$ cat config.mk
export PLATFORM = sky130hd
export DESIGN_NAME = sym_lock_fsm
export DESIGN_NICKNAME = d
export VERILOG_FILES = /design/src/rtl/sym_lock_fsm.sv
export SDC_FILE = /design/constraint.sdc
export NUM_CORES = 1
export LEC_CHECK = 0
export CAP_MARGIN = 10
export CORE_MARGIN = 4
export CORE_UTILIZATION = 61
export DETAILED_ROUTE_END_ITERATION = 16
export DONT_BUFFER_PORTS = 1
export PLACE_DENSITY = 0.75
export SETUP_SLACK_MARGIN = 0.3
export SLEW_MARGIN = 30
export SYNTH_ARGS = -nofsm -noshare
export SYNTH_HDL_FRONTEND = slang
export SYNTH_HIERARCHICAL = 1
export SYNTH_SLANG_ARGS = --single-unit
$ cat constraint.sdc
create_clock -name clk -period 2.2 [get_ports clk]
set_input_delay 0.11 -clock clk [delete_from_list [all_inputs] [get_ports clk]]
set_output_delay 0.11 -clock clk [all_outputs]
set_load 0.005 [all_outputs]
$ cat src/rtl/sym_lock_fsm.sv
`default_nettype none
// ============================================================================
//  Module   : sym_lock_fsm (with eq2 helper)
//  Purpose  : Four-symbol sequence lock with failed-attempt counting and timed
//             lockout. Symbol matching goes through the eq2 comparator.
//  Revision : 1.0  initial release
// ============================================================================

module eq2 (
    input  logic [1:0] a,
    input  logic [1:0] b,
    output logic       aeqb
);
    assign aeqb = ~(a[1] ^ b[1]) & ~(a[0] ^ b[0]);
endmodule

module sym_lock_fsm #(
    parameter logic [7:0] KEY            = 8'b10_01_11_00,
    parameter int         MAX_FAIL       = 3,
    parameter int         LOCKOUT_CYCLES = 16
) (
    input  logic       clk,
    input  logic       reset_n,
    input  logic       sym_valid,
    input  logic [1:0] sym,
    input  logic       clear,
    output logic       unlock,
    output logic       locked_out,
    output logic [2:0] progress,
    output logic [3:0] fail_cnt
);

    localparam logic [3:0] c_max_fail  = 4'(MAX_FAIL);
    localparam logic [7:0] c_lock_load = 8'(LOCKOUT_CYCLES - 1);

    typedef enum logic [2:0] {
        S_P0   = 3'd0,
        S_P1   = 3'd1,
        S_P2   = 3'd2,
        S_P3   = 3'd3,
        S_LOCK = 3'd4
    } state_t;

    state_t     r_state, w_state_nxt;
    logic [3:0] r_fail_cnt, w_fail_nxt, w_fail_inc;
    logic [7:0] r_lock_cnt, w_lock_cnt_nxt;
    logic       r_unlock, w_unlock_nxt;
    logic       r_locked_out, w_locked_out_nxt;
    logic [2:0] r_progress, w_progress_nxt;
    logic [1:0] w_exp;
    logic       w_match;

    // LOCK presents the first key symbol, matching its progress of 0.
    always_comb begin
        w_exp = KEY[7:6];
        case (r_state)
            S_P1:    w_exp = KEY[5:4];
            S_P2:    w_exp = KEY[3:2];
            S_P3:    w_exp = KEY[1:0];
            default: w_exp = KEY[7:6];
        endcase
    end

    eq2 u_eq2 (
        .a    (sym),
        .b    (w_exp),
        .aeqb (w_match)
    );

    assign w_fail_inc = r_fail_cnt + 4'd1;

    always_comb begin
        w_state_nxt    = r_state;
        w_fail_nxt     = r_fail_cnt;
        w_lock_cnt_nxt = r_lock_cnt;
        w_unlock_nxt   = 1'b0;
        if (clear) begin
            w_state_nxt    = S_P0;
            w_fail_nxt     = 4'd0;
            w_lock_cnt_nxt = 8'd0;
        end else if (r_state == S_LOCK) begin
            if (r_lock_cnt == 8'd0) begin
                w_state_nxt = S_P0;
                w_fail_nxt  = 4'd0;
            end else begin
                w_lock_cnt_nxt = r_lock_cnt - 8'd1;
            end
        end else if (sym_valid) begin
            if (w_match) begin
                case (r_state)
                    S_P0: w_state_nxt = S_P1;
                    S_P1: w_state_nxt = S_P2;
                    S_P2: w_state_nxt = S_P3;
                    default: begin
                        w_state_nxt  = S_P0;
                        w_unlock_nxt = 1'b1;
                        w_fail_nxt   = 4'd0;
                    end
                endcase
            end else begin
                // A mismatch restarts the attempt; the symbol itself is dropped.
                w_fail_nxt = w_fail_inc;
                if (w_fail_inc == c_max_fail) begin
                    w_state_nxt    = S_LOCK;
                    w_lock_cnt_nxt = c_lock_load;
                end else begin
                    w_state_nxt = S_P0;
                end
            end
        end
    end

    always_comb begin
        w_locked_out_nxt = (w_state_nxt == S_LOCK);
        w_progress_nxt   = w_locked_out_nxt ? 3'd0 : w_state_nxt;
    end

    always_ff @(posedge clk or negedge reset_n) begin
        if (!reset_n) begin
            r_state      <= S_P0;
            r_fail_cnt   <= 4'd0;
            r_lock_cnt   <= 8'd0;
            r_unlock     <= 1'b0;
            r_locked_out <= 1'b0;
            r_progress   <= 3'd0;
        end else begin
            r_state      <= w_state_nxt;
            r_fail_cnt   <= w_fail_nxt;
            r_lock_cnt   <= w_lock_cnt_nxt;
            r_unlock     <= w_unlock_nxt;
            r_locked_out <= w_locked_out_nxt;
            r_progress   <= w_progress_nxt;
        end
    end

    assign unlock     = r_unlock;
    assign locked_out = r_locked_out;
    assign progress   = r_progress;
    assign fail_cnt   = r_fail_cnt;

endmodule

`default_nettype wire
# After elaboration in Yosys (flattened, before gate mapping)
# Cells that the tools add are included.
[word_totals] word_cells=56 regBits=20 output_inout_bits=9
[op_classes] n_reduce_logical=7 n_eq_ne=10 n_mux=26 addsub=2 bitwise_logic=5
[ops] op="$mux W8" n=6
[ops] op="$mux W4" n=6
[ops] op="$mux W3" n=7
[ops] op="$pmux W2 S3" n=2
[ops] op="$logic_not A8 Y1" n=1
[ops] op="$sub A8 B1 Y8 const B" n=1
[ops] op="$eq A3 B2 Y1 const B" n=2
[ops] op="$eq A3 B3 Y1 const B" n=2
[ops] op="$ne A3 B3 Y1 const B" n=2
[ops] op="$reduce_bool A3 Y1" n=2
[ops] op="$mux W1" n=5
[ops] op="$add A4 B1 Y4 const B" n=1
[ops] op="$eq A4 B2 Y1 const B" n=1
[ops] op="$ne A4 B4 Y1 const B" n=1
[ops] op="$reduce_and A4 Y1" n=1
[ops] op="$eq A3 B1 Y1 const B" n=1
[ops] op="$logic_not A3 Y1" n=1
[ops] op="$ne A3 B2 Y1 const B" n=1
[ops] op="$reduce_and A3 Y1" n=1
[ops] op="$reduce_or A3 Y1" n=1
[ops] op="$not A1 Y1" n=2
[ops] op="$xor A1 B1 Y1" n=2
[ops] op="$and A1 B1 Y1" n=1

# Depth between registers and ports, before layout
[logic_depth] depth_word=11 depth_mapped=10 mapped_depth_nobuf=9

# By module
# The synthesis kept the hierarchy.
[modules_own_cells] mod="sym_lock_fsm" cells_each=127 seq_area_each_um2=475.5 area_per_inst_um2=1191.1 n_inst=1
[modules_own_cells] mod="eq2" cells_each=3 seq_area_each_um2=0.0 area_per_inst_um2=21.3 n_inst=1

# Worst setup path before layout
# Ideal clock, no wire load.
[synth_timing] kind="reg-to-reg" start="register, netlist name progress[1]" end="register r_lock_cnt[2]" t_required_ns=2.081 period_less_slack_ns=1.993 path_stages_with_launch=10 setup_slack_ns=0.207 n_path_buf=1 setup_ns=0.119 t_arrival_ns=1.875 cell_sequence="dfrtp_1 -> buf_2 -> nand2b_1 -> a21oi_1 -> xor2_1 -> nor2_1 -> nor2_1 -> a311oi_4 -> nor2_2 -> o21a_1"
[synth_lines] item="to (signal assigned)" line_no="129" source="r_lock_cnt <= w_lock_cnt_nxt;"
[synth_lines] item="to (decl)" line_no="46" source="logic [7:0] r_lock_cnt, w_lock_cnt_nxt;"

# Worst setup path in the final report
[layout_timing] start="register r_state[0]" end="register r_lock_cnt[2]"
[layout_between] elab_chain_len=7 elab_cells_between_ends=17 cone_classes="6 x eq/ne; 3 x mux; 5 x bitwise; 3 x reduce/logical"
[layout_rtl] item="from (decl)" line_no="44" source="state_t r_state, w_state_nxt;"
[layout_rtl] item="from (signal assigned)" line_no="127" source="r_state <= w_state_nxt;"
[layout_rtl] item="$eq A3 B2 Y1 or $eq A3 B1 Y1 (tied branches)" line_no="56" source="case (r_state)"
[layout_rtl] item="$pmux W2 S3 *" line_no="56"
[layout_rtl] item="named net w_exp[1]" line_no="50" source="logic [1:0] w_exp;"
[layout_rtl] item="$xor A1 B1 Y1 *" line_no="14" source="assign aeqb = ~(a[1] ^ b[1]) & ~(a[0] ^ b[0]);"
[layout_rtl] item="$not A1 Y1 *" line_no="14"
[layout_rtl] item="$and A1 B1 Y1 *" line_no="14"
[layout_rtl] item="named net w_match" line_no="51" source="logic w_match;"
[layout_rtl] item="$ne A3 B3 Y1 (no source line) *"
[layout_rtl] item="$reduce_and A4 Y1 (no source line) *"
# The timed path passes the listed nets; every way through them passes the cells marked *.
# A chain may end at the register's enable or synchronous reset.

==> reports/results.txt <==
status -> finished, violations left
failing checks -> hold timing
total chip power -> 0.722 mW
via count -> 1097
register area share after synthesis -> 39.2%
MaxCap Viol Count -> 0
CTS sink cnt -> 19
number of flops mapped to enable cells by yosys -> 0
relative slew slack -> 43.1%
clock root buffer master -> clkbuf_4
slowest stage delay, CP -> 0.43 ns
share of post-route cells with drive strength above 1 -> 30.6%
CP Max Fanout -> 6
Multi-input gate area -> 727 um2
final hold viol count -> 1
Cells after Synth -> 130
Req. time, crit path -> 2.40 ns
slowest CP cell -> dfrtp_1
global route total overflow -> 0
Antenna Cells -> 0
CP dominant cell by count -> nor2_2
LEAKAGE -> 0.636 nW
mapped cell area -> 0.00121 mm2
Synth cell types -> 46
CP arrival -> 2.15 ns
largest net degree at the start of global routing -> 20
Avg Inst Size Synth -> 9.33 um2
Net count, final -> 157
htree depth -> 1
cts bufs inserted -> 3
Worst-Margin Slew -> 0.851 ns
final WL -> 2840 um
# setup viols final -> 0
crit path cell chain -> buf_6 -> nand2b_1 -> xor2_1 -> nor2_2 -> nor2_2 -> a311oi_4 -> buf_4 -> nor2_2 -> o21a_1
PD cells -> 493 mW/mm2
Port Buffer Count -> 0
GR Util All Layers -> 20.1%
switch share -> 29.5%
Tightest Hold Check Type -> input port to flip-flop
Placed Area -> 0.00124 mm2
initial DRC count -> 36
net switching power -> 0.213 mW
nature of the critical path endpoint -> flip-flop
fin. max-slew vios -> 0
vias in the first global route -> 932
Post-Syn Nets -> 139
cell family with most CP delay -> simple AND/OR/NAND/NOR gates
Post-DP HPWL -> 1770 um
initial core utilization -> 67.3%
critical path class -> flip-flop to flip-flop
Clk network pwr share -> 25.4%
Buf/Inv on CP -> 2
ANT nets after route -> 0
RSZ-0062 raised after global routing -> yes
final worst setup slack -> 0.252 ns
maximum VDD drop -> 0.511 mV
Gate power share -> 21.6%
WL/cell -> 16.5 um
DRC viols -> 0
initial antenna violation count -> 0
first-pass GRT wire length -> 4200 um
Clock Latency Late Sink -> 0.30 ns
total internal power -> 0.509 mW
#FFs+latches synth -> 19
buffers from clock root to sink, at most -> 2
synth warn -> 6
Chip Height -> 52.6 um
FMAX -> 513 MHz
Layout Cell Area excl Fill -> 0.00147 mm2
final hold slack -> -0.0346 ns
Setup Skew -> 0.00657 ns
via density per instance -> 6.38
Pre-antenna DRT Iters -> 4
Ports -> 15
area added between synthesis and finish -> 20.8%
dpl ws -> 0.263 ns
Register Area -> 479 um2
predominant post-synthesis flop cell -> dfrtp_1
fraction of registers with async set or reset after synthesis -> 100%
setup TNS -> 0 ns
TritonCTS clock tree -> built
Flop pwr share -> 53.1%
Tcrit/Tclk final -> 88.5%
die area -> 0.00276 mm2
placer congestion estimate -> 0.832
Die X -> 52.6 um
Clk pin slew, worst setup/hold paths -> 0.11 ns
Setup crit start kind -> flip-flop
core area -> 0.00180 mm2
fin crit period -> 1.95 ns
fillcell total -> 114
Rows -> 15
power groups by stage:
stage                     Sequential (mW)  Combinational (mW)  Clock (mW)
final                               0.383               0.156       0.183
after global routing                0.386               0.172       0.199
after CTS                           0.382               0.122       0.178
after detailed placement            0.389               0.109           0
after global placement              0.388               0.106           0
after floorplan                     0.385              0.0987           0
worst register-to-register path, cell delays in order, from the launching register on:
cell and delay [ns]:
dfrtp_1 0.43, buf_6 0.14, nand2b_1 0.09, xor2_1 0.16
nor2_2 0.26, nor2_2 0.10, a311oi_4 0.31, buf_4 0.16
nor2_2 0.03, o21a_1 0.16
cells in the mapped netlist, types with 2 or more instances:
cell      number  area [um2]
nand2b_1       5        31.3
o21ai_1        5        25.0
nand3_1        3        15.0
a31oi_1        2        12.5
nor2_1        12        45.0
inv_1         11        41.3
o21bai_1       2        15.0
dfrtp_1       19         475
a21oi_1        9        45.0
or3_1          2        12.5
xor2_1         3        26.3
nand2_1        9        33.8
nand3b_1       2        15.0
nor3_1         5        25.0
a22oi_1        2        15.0
buf_2          4        20.0
o21ai_0        3        15.0
ha_1           3        37.5
or3_4          2        22.5
per-stage QoR:
step	utilization (%)	hold WS (ns)	instances
final	81.3	-0.0346	172
after global routing	81.3	-0.00144	172
after CTS	72.1	-0.151	159
after detailed placement	69.1	-0.185	152
after global placement	69.1	-0.185	152
after floorplan	-	-0.186	130
sequential cells by signal, summed over array words and instances, names as in the netlist:
| register | cells |
|---|---|
| locked_out | 1 |
| unlock | 1 |
| r_state | 2 |
| r_lock_cnt | 8 |
| fail_cnt | 4 |
| progress | 3 |
metal layers:
layer | part of all wire [%] | GRT usage [%] | up-vias
met3 | 8.1 | 5.41 | 17
met4 | 3.7 | 6.81 | 0
met2 | 49 | 32.6 | 59
met1 | 40 | 25.6 | 525
li1 | - | - | 496
met5 | 0 | 0 | -
final timing paths:
kind	end	start	cells past startpoint	slack [ns]
setup / recovery	r_lock_cnt[2]$_DFFE_PN0P_	r_state[0]$_DFF_PN0_	9	0.25
max in group asynchronous	fail_cnt[0]$_DFFE_PN0P_	reset_n	1	1.27
setup reg to reg	r_lock_cnt[2]$_DFFE_PN0P_	r_state[0]$_DFF_PN0_	9	0.25
min in group asynchronous	progress[2]$_DFF_PN0_	reset_n	1	0.35
hold reg to reg	r_lock_cnt[5]$_DFFE_PN0P_	r_lock_cnt[5]$_DFFE_PN0P_	1	0.55
hold / removal	locked_out$_DFF_PN0_	clear	2	-0.03
layout make-up:
cell class                 count  area share, %
clock buffer                   4           1.79
inverter                      11           2.82
multi-input combinational     95           49.6
sequential                    19           32.7
tap                           25           2.13
timing repair buffer          18           10.9
cell families (layout without fill, tap and decap cells):
logic type | after synthesis | count (layout) | share of synthesized area, %
AOI/OAI and AO/OA | 35 | 35 | 21.5
xor gates and xnor gates | 4 | 4 | 2.89
adders and majority gates | 4 | 4 | 3.92
buffers and inverters | 16 | 33 | 5.68
DFF | 19 | 19 | 39.2
muxes | 1 | 1 | 0.929
and+or+nand+nor | 51 | 51 | 25.9
layout by cell type, fill, tap and decap left out, types with 4 or more instances in the layout:
master and n:
dfrtp_1 16, inv_1 11, buf_4 11, nand2_1 9
nor2_1 9, a21oi_1 7, nor3_1 5, o21ai_1 5
nand2b_1 4, nor2_2 4, dlygate4sd3_1 4
repair_timing:
action,in CTS,in global routing
gates resized for setup,0,16
setup endpoints to repair,4,14
pin swaps,1,10
hold buffers,2,2
endpoints found under the hold margin,27,7
setup buffers,1,11
Power figures use the tool's default switching activity.
